### config.mk
export PLATFORM = sky130hd
export DESIGN_NAME = encoder4x2_switch
export DESIGN_NICKNAME = d
export VERILOG_FILES = /design/src/rtl/encoder4x2_switch.sv
export SDC_FILE = /design/constraint.sdc
export NUM_CORES = 1
export LEC_CHECK = 0
export CAP_MARGIN = 20
export CORE_AREA = 10 10 47 49
export DETAILED_ROUTE_END_ITERATION = 6
export DIE_AREA = 0 0 57 59
export PLACE_DENSITY = 0.4
export SLEW_MARGIN = 0
export SYNTH_ARGS = -nofsm -noshare
export SYNTH_HDL_FRONTEND = slang
export SYNTH_SLANG_ARGS = --single-unit
### constraint.sdc
create_clock -name clk -period 1.35 [get_ports clk]
set_input_delay 0.135 -clock clk [delete_from_list [all_inputs] [get_ports clk]]
set_output_delay 0.135 -clock clk [all_outputs]
set_load 0.005 [all_outputs]
### src/rtl/encoder4x2_switch.sv
// Registered 4-to-2 one-hot encoder with zero-input hold and multi-hot error flag.
// A one-hot input gives its bit index with valid set. A multi-hot input gives the
// index of its highest set bit with err set. An all-zero input keeps the last
// index and clears both flags.
module encoder4x2_switch (
  input  logic       clk,
  input  logic       rst_n,
  input  logic [3:0] in,
  output logic [1:0] result,
  output logic       valid,
  output logic       err
);

  logic [1:0] result_q, result_d;
  logic       valid_q, valid_d;
  logic       err_q, err_d;

  logic       any_set;
  logic       multi_set;
  logic [1:0] high_idx;

  assign any_set   = |in;
  // Clearing the lowest set bit leaves something only when two or more bits were set.
  assign multi_set = |(in & (in - 4'd1));

  // Priority search: the highest set bit wins, which is the only set bit for one-hot input.
  always_comb begin
    high_idx = 2'd0;
    for (int i = 0; i < 4; i++) begin
      if (in[i]) high_idx = 2'(i);
    end
  end

  // Next-state decode: an all-zero input holds the index, any other input replaces it.
  always_comb begin
    result_d = result_q;
    valid_d  = 1'b0;
    err_d    = 1'b0;
    if (any_set) begin
      result_d = high_idx;
      valid_d  = ~multi_set;
      err_d    = multi_set;
    end
  end

  // Output registers, cleared immediately by reset.
  always_ff @(posedge clk or negedge rst_n) begin
    if (!rst_n) begin
      result_q <= 2'd0;
      valid_q  <= 1'b0;
      err_q    <= 1'b0;
    end else begin
      result_q <= result_d;
      valid_q  <= valid_d;
      err_q    <= err_d;
    end
  end

  assign result = result_q;
  assign valid  = valid_q;
  assign err    = err_q;

endmodule

==> results.py <==
metrics = {
    "run_status": {
        "outcome": "finished, final reports clean",
    },
    "floorplanning": {
        "initial_core_util": 0.1277,
        "io_pins": 10,
        "rows": 14,
        "core-area_um2": 1401,
        "die_w_um": 57,
        "die_h_um": 59,
        "die_area_um2": 3363,
    },
    "grt": {
        "grt_pass1_vias": 180,
        "grt_max_degree": 8,
        "grt-ovfl-total": 0,
        "grtUsageTotal": 0.03114,
        "antenna_found_initial": 0,
        "grt_pass1_wl_um": 779,
    },
    "timing": {
        "hold_viol_final": 0,
        "rsz0062_at_grt": "false",
        "skew_ns": 0,
        "setup_viol": 0,
        "relSlewSlack": 0.8546,
        "fin_setup_tns_ns": 0,
        "fmax_ghz": 0.8273,
        "drv_slew": 0,
        "post-route-period-util": 0.8954,
        "fin_hold_ws_ns": 0.1091,
        "tightestPinTransition_ns": 0.2174,
        "layout_min_cycle_time_ns": 1.209,
    },
    "clocking": {
        "clockRootBuffer": "clkbuf_4",
        "cts_setup_buffers": 0,
        "path_clk_slew_ns": 0.04,
        "clk_path_buf_depth": 2,
        "cts_buffers": 3,
        "hold_buffers": 0,
        "cts_tree": "built",
        "cts.sinks": 4,
        "clock_latency_ns": 0.23,
        "cts.repair.resized": 0,
        "htree_levels": 1,
    },
    "drt": {
        "first_pass_iters": 4,
        "postRouteAntennaNets": 0,
        "wl_um": 468,
        "via_per_inst": 3.822,
        "drc_errors": 0,
        "dr.first_iter.drc_count": 4,
        "num_vias": 172,
        "wl_per_cell_um": 10.40,
    },
    "layout": {
        "fill_cells": 161,
        "final_cell_area_um2": 311.5,
        "utilization": 0.2223,
        "drive_above_1_share": 0.1034,
        "antennaDiodeCount": 0,
        "finish.net_count": 37,
        "syn_to_final_growth_pct": 74.13,
    },
    "synthesis": {
        "syn_area_um2": 178.9,
        "ys_warn_count": 0,
        "synth-edff-count": 0,
        "ys_ff_latch": 4,
        "syn_nets": 23,
        "synth_common_cells": "4 x dfrtp_1, 2 x a211oi_1, 2 x nor2_1, 2 x o21ai_1",
        "synth_cells": 17,
        "yosysTopAreaCell": "dfrtp_1",
        "async_flop_share": 1.000,
        "yosysSeqAreaShare": 0.5594,
        "synth_area_leaders": "dfrtp_1 56%, a211oi_1 8.4%, o21ai_1 5.6%",
        "syn_avg_cell_area_um2": 10.52,
        "ys_types": 11,
        "synth_most_common_cell": "dfrtp_1",
        "ys.flop_type": "dfrtp_1",
        "synth_top_area_frac": 0.5594,
    },
    "critical_path": {
        "arrival_ns": 1.07,
        "rrSetupSlack_ns": 0.62,
        "path_buf_inv": 1,
        "critPathTopFamily": "buffers and inverters",
        "r2r-end": "result[1]$_DFFE_PN0P_",
        "max_stage_delay_ns": 0.51,
        "crit_slowest_cell": "clkdlybuf4s50_1",
        "critPathRequiredTime_ns": 1.22,
        "endpoint_kind": "primary output",
        "path_cells": "clkdlybuf4s50_1",
        "r2r_cells": 1,
        "cp-start-kind": "flop",
        "timing.rr.start": "result[1]$_DFFE_PN0P_",
        "crit_path_max_fanout": 2,
        "criticalPathCategory": "flop to primary output",
    },
    "min_path": {
        "hold_class": "input port to async pin",
    },
    "placement": {
        "port_buffers": 9,
        "gp_congestion": 0.6337,
        "placed_cell_area_um2": 289.0,
    },
    "power_and_ir_drop": {
        "leakagePower_nw": 0.1219,
        "power_w": 0.0003325,
        "vdd_ir_drop_max_mv": 0.2041,
        "p_per_area_nw_per_um2": 1067,
    },
    "flow_run": {
        "max-cap-violations": 0,
    },
}
[kinds of logic (layout without fill, tap and decap cells)]
group,after synthesis,after routing,synth area share
simple gates,3,3,0.08395
flops,4,4,0.5595
buf+inv,1,13,0.02096
compound gates,8,8,0.2867
xor+xnor,1,1,0.04896
[sequential cells by signal, summed over array words and instances, names as in the netlist]
name    count
err         1
result      2
valid       1
[cells in the final DEF, fill, tap and decap left out, drive strengths merged]
cell	n
o21ai	3
xor2	1
dfrtp	4
a211oi	2
clkbuf	3
o21bai	1
a211o	1
inv	1
nor2	2
nand3b	1
a21oi	1
clkdlybuf4s50	9
[power by group]
group	leakage [nW]	switching, W	internal [W]	total [W]
sequential	0.0443	0.00000311	0.000129	0.000132
combinational	0.0639	0.0000234	0.0000358	0.0000592
clock	0.0138	0.0000419	0.0000990	0.000141
total	0.122	0.0000684	0.000264	0.000332
[layer usage]
layer  share of wire  routed length [µm]  vias up  global-route usage
met5               0                   0        -                   0
met4               0                   0        0             0.03020
met3            0.12                  56        0             0.02361
met2            0.33                 155       12             0.03256
met1            0.54                 255       74             0.03690
li1                -                   -       86                   -
[layout make-up]
type / count / area [µm²] / area share
Sequential cell: 4 / 100.1 / 0.3213
Timing Repair Buffer: 9 / 90.09 / 0.2892
Multi-Input combinational cell: 12 / 75.07 / 0.2410
Clock buffer: 3 / 22.52 / 0.07229
Tap cell: 16 / 20.02 / 0.06426
Inverter: 1 / 3.754 / 0.01205
[through the flow]
step	setup WS [ns]	instances
2_1_floorplan	0.6167	17
3_3_place_gp	0.1361	42
4_1_cts	0.1194	45
6_report	0.1412	45
3_5_place_dp	0.1200	42
5_1_grt	0.09099	45
[worst max-delay path by stage]
stage | startpoint | to | cells past startpoint
4_1_cts | result[1]$_DFFE_PN0P_ | result[1] | 1
2_1_floorplan | result[1]$_DFFE_PN0P_ | result[1]$_DFFE_PN0P_ | 1
3_5_place_dp | in[1] | result[1]$_DFFE_PN0P_ | 3
3_3_place_gp | in[1] | result[1]$_DFFE_PN0P_ | 3
5_1_grt | result[0]$_DFFE_PN0P_ | result[0] | 1
6_report | result[0]$_DFFE_PN0P_ | result[0] | 1
(Power assumes the default switching activity.)
==> RTL edit 1: new RTL, same settings <==
Register the input `in` before use, cleared by the reset. The logic sees it one clock later.
--- a/src/rtl/encoder4x2_switch.sv
+++ b/src/rtl/encoder4x2_switch.sv
@@ -11,6 +11,16 @@
   output logic       err
 );
 
+  logic [3:0] in_q;
+
+  always_ff @(posedge clk or negedge rst_n) begin
+    if (!rst_n) begin
+      in_q <= '0;
+    end else begin
+      in_q <= in;
+    end
+  end
+
   logic [1:0] result_q, result_d;
   logic       valid_q, valid_d;
   logic       err_q, err_d;
@@ -19,15 +29,15 @@
   logic       multi_set;
   logic [1:0] high_idx;
 
-  assign any_set   = |in;
+  assign any_set   = |in_q;
   // Clearing the lowest set bit leaves something only when two or more bits were set.
-  assign multi_set = |(in & (in - 4'd1));
+  assign multi_set = |(in_q & (in_q - 4'd1));
 
   // Priority search: the highest set bit wins, which is the only set bit for one-hot input.
   always_comb begin
     high_idx = 2'd0;
     for (int i = 0; i < 4; i++) begin
-      if (in[i]) high_idx = 2'(i);
+      if (in_q[i]) high_idx = 2'(i);
     end
   end
 
Behaviour: not the same (a bounded check fails within 4 cycles, from zero or initial values and one cycle with rst_n low).
==> RTL edit 1 against the unedited design <==
- sequential cell count is 4 higher
- synthesized area is 56% higher
- maximum frequency is 2.0% lower
- sequential share of layout area is 17 points higher
- wire length is 4.9% higher
- power is 49% higher
- first-iteration DRC count is 50% lower
- final area is 32% higher
- worst setup slack worse by 25 ps
- via count is 16% higher
- clock power is 26% higher
==> RTL edit 1: results (changes against the unedited design) <==
[yosys]
synth-compound-area-share_pct=18.4  ; was 28.7%
ys_ff_latch=8  ; was 4
ys_seq_area_share_pct=71.7  ; was 55.9%
synth_area_leaders=dfrtp_1, a211oi_1, o21ai_1, a211o_1, xor2_1  ; unchanged
synthXorXnorAreaFrac_pct=3.14  ; was 4.90%
synthesis.nets=27  ; was 23

[status]
status=completed  ; unchanged

[worst_setup_path]
rrSetupSlack_ps=430  ; was 620 ps
rr_worst_depth=2  ; was 1
critical_path.endpoint=result[1]  ; was result[0]
cp.arrival_ps=1100  ; was 1070 ps

[drt]
num_vias=200  ; was 172
initialDrtViolationCount=2  ; was 4
drtPass1Iterations=2  ; was 4
wl_per_cell_um=10.0  ; was 10.4 um

[cells_and_area]
largest_reg_flops=4  ; was 2
design_area_um2=412  ; was 312 um^2
final_net_count=41  ; was 37
final-clk-cell-share_pct=5.47  ; was 7.23%
fillers=149  ; was 161
multi_input_area_share_pct=18.2  ; was 24.1%
final_layout_size_suffix_gt1_share_pct=9.09  ; was 10.3%
sh_seq_area_pct=48.6  ; was 32.1%

[placed_design]
gp_congestion=0.698  ; was 0.634
dpl_cell_area_um2=389  ; was 289 um^2

[sta]
slew_headroom_pct=76.2  ; was 85.5%

[clock_tree]
clk_latency_ps=250  ; was 230 ps
clk_pin_slew_ps=50

[global_route]
grt_pass1_vias=227  ; was 180
grt_pass1_wl_um=869  ; was 779 um
grt_max_degree=9  ; was 8
grt.total_usage_pct=3.65  ; was 3.11%

[pwr]
ir_worst_vdd_uv=379  ; was 204 uV

RTL edit 1: cell types whose count changed in the layout (fill, tap and decap cells not counted):
cell | before | now
dfrtp_1 | 4 | 8
RTL edit 1: per-layer routing:
metal,global-route usage [%],wire length [um],up-vias
li1,-,-,99
met1,3.01,184,87
met2,4.65,204,11
met3,3.65,78,3
met4,4.03,24,0
met5,0,0,-
RTL edit 1: power by group through the flow:
stage          Clock [mW]  Combinational [mW]  Sequential [mW]
6_report            0.177              0.0517            0.267
5_1_grt             0.198              0.0587            0.270
4_1_cts             0.188              0.0534            0.267
3_5_place_dp            0              0.0534            0.271
3_3_place_gp            0              0.0528            0.271
2_1_floorplan           0              0.0135            0.271
RTL edit 1: metrics by stage:
stage          util (%)  cells  setup WS (ps)  hold slack [ps]
5_1_grt            29.4     49           66.7              178
3_5_place_dp       27.8     46            373              433
2_1_floorplan         -     21            485             -161
6_report           29.4     49            116              160
3_3_place_gp       27.8     46            377              432
4_1_cts            29.4     49           95.7              161
==> RTL edit 2: new RTL, same flow settings <==
Without the edit above. Remove the register `valid_q`: a continuous assignment takes its place, so the output `valid` follows one clock earlier.
--- a/src/rtl/encoder4x2_switch.sv
+++ b/src/rtl/encoder4x2_switch.sv
@@ -47,14 +47,14 @@
   always_ff @(posedge clk or negedge rst_n) begin
     if (!rst_n) begin
       result_q <= 2'd0;
-      valid_q  <= 1'b0;
       err_q    <= 1'b0;
     end else begin
       result_q <= result_d;
-      valid_q  <= valid_d;
       err_q    <= err_d;
     end
   end
+
+  assign valid_q = valid_d;
 
   assign result = result_q;
   assign valid  = valid_q;
Behaviour: not the same (a bounded check fails within 4 cycles, from zero or initial values and one cycle with rst_n low).
==> RTL edit 2 against the unedited design <==
- first-iteration DRC count rose by 50%
- power fell by 3.8%
- sequential cell count fell by 1
- synthesized area fell by 14%
- final area rose by 4.0%
- clock power rose by 11%
- wire length rose by 1.7%
- worst setup slack got worse by 66 ps
- highest routed layer unchanged
==> RTL edit 2: results (changes against the unedited design) <==
[drt]
drtPass1Iterations=3  ; was 4
wl_met1_um=192  ; was 255 um
initialDrtViolationCount=6  ; was 4
wl_met3_um=108  ; was 56 um
routed.top_layer=met3  ; unchanged
met2_length_um=175  ; was 155 um
drt-total-wl_um=476  ; was 468 um
vias_per_cell=3.56  ; was 3.82

[clock_tree]
clk_latency_ps=230  ; about the same
clk_pin_slew_ps=40  ; about the same
h-tree-depth=1  ; unchanged
post_cts_buffers=0  ; unchanged
cts_buffer_depth=2  ; unchanged
root_buffer=clkbuf_4  ; unchanged

[placed_design]
dpl_cell_area_um2=302  ; was 289 um^2
dp_hpwl_um=394
io_buffers=9  ; unchanged
dpl.cell_count=46  ; was 42
gp_congestion=0.609  ; was 0.634
post-place-ws_ps=-351  ; was 120 ps

[yosys]
synth_area_leaders=dfrtp_1, a211oi_1, o21ai_1, a211o_1, xor2_1  ; unchanged
syn_area_per_cell_um2=9.62  ; was 10.5 um^2
yosysWarnings=0  ; unchanged
synth_cell_type_count=11  ; unchanged
synthesis.nets=22  ; was 23
synth_common_cells=dfrtp_1, a211oi_1, nor2_1, o21ai_1  ; unchanged
synthArstFlopShare_pct=100  ; unchanged
ys_seq_area_share_pct=48.8  ; was 55.9%

[global_route]
antenna_found_initial=0  ; unchanged
grt.total_usage_pct=3.46  ; was 3.11%
grt_pass1_wl_um=800  ; was 779 um
grt_max_degree=5  ; was 8
grt_pass1_vias=196  ; was 180

[cells_and_area]
fin_cells=50  ; was 45
fillers=154  ; was 161
final_net_count=41  ; was 37
final_layout_size_suffix_gt1_share_pct=23.5  ; was 10.3%
utilization_pct=23.1  ; was 22.2%
n_antenna_cell=0  ; unchanged

[sta]
slew_headroom_pct=87.0  ; was 85.5%
fin_ws_ps=75.4  ; was 141 ps

[worst_hold_path]
worstHoldPathType=primary input to asynchronous set/reset pin  ; unchanged

[worst_setup_path]
rrSetupSlack_ps=610
cp.arrival_ps=1140  ; was 1070 ps
cp_slowest_stage_delay_ps=500
critPathMaxFanout=4  ; was 2

[pwr]
p_int_mw=0.248  ; was 0.264 mW
ir_worst_vdd_uv=198  ; was 204 uV
p_leak_nw=0.140  ; was 0.122 nW

[status]
status=completed  ; unchanged

-- RTL edit 2: cell count changes after synthesis, sizes merged --
| cell | delta |
|---|---|
| dfrtp | -1 |
-- RTL edit 2: cell families after synthesis --
| kind of cell | synth area share (%) |
|---|---|
| AO/OA/AOI/OAI | 33.3 |
| AND/OR/NAND/NOR | 9.76 |
| XOR/XNOR | 5.69 |
| flip-flops | 48.8 |
| buffers and inverters | 2.44 |
-- RTL edit 2: final cells by class --
type | count | area (um^2) | share of cell area [%]
Sequential cell | 3 | 75.1 | 23.2
Timing Repair Buffer | 14 | 124 | 38.2
Inverter | 1 | 3.75 | 1.16
Tap cell | 16 | 20.0 | 6.18
Clock buffer | 4 | 26.3 | 8.11
Multi-Input combinational cell | 12 | 75.1 | 23.2
-- RTL edit 2: final timing paths --
check | endpoint | startpoint | cells past startpoint
setup reg to reg | result[1] | result[1] | 1
hold reg to reg | result[1] | result[1] | 1
setup / recovery | valid | in[3] | 5
max in group asynchronous | err | rst_n | 1
hold / removal | result[1] | rst_n | 1
min in group clk | result[1] | result[1] | 1
-- RTL edit 2: power by group through the flow --
stage / clock (mW) / combinational, mW / sequential [mW]
final: 0.156 / 0.0646 / 0.0992
after global routing: 0.167 / 0.0715 / 0.100
after CTS: 0.168 / 0.0658 / 0.0993
after detailed placement: 0 / 0.0696 / 0.100
after global placement: 0 / 0.0694 / 0.100
after floorplan: 0 / 0.0147 / 0.101
-- RTL edit 2: per-layer routing --
metal  track usage [%]  vias up
met4              5.03        0
li1                  -       95
met3              4.29        0
met1              2.86       73
met2              3.26       10
met5                 0        -
-- RTL edit 2: critical path, delay by kind of cell --
family	cells	cell delay (ps)
buffers and inverters	2	760
AOI/OAI and AO/OA	3	240
-- RTL edit 2: what timing repair did --
action	CTS	global route
endpoints found under the setup margin	1	0
resized for setup	3	0
hold endpoints to repair	0	0
-- RTL edit 2: through the flow --
stage,hold WS [ps],TNS [ps],power [mW]
finish,87.6,0,0.320
global route,96.1,0,0.338
CTS,77.0,0,0.333
detailed placement,329,-351,0.170
global placement,328,-316,0.170
floorplan,-161,0,0.116
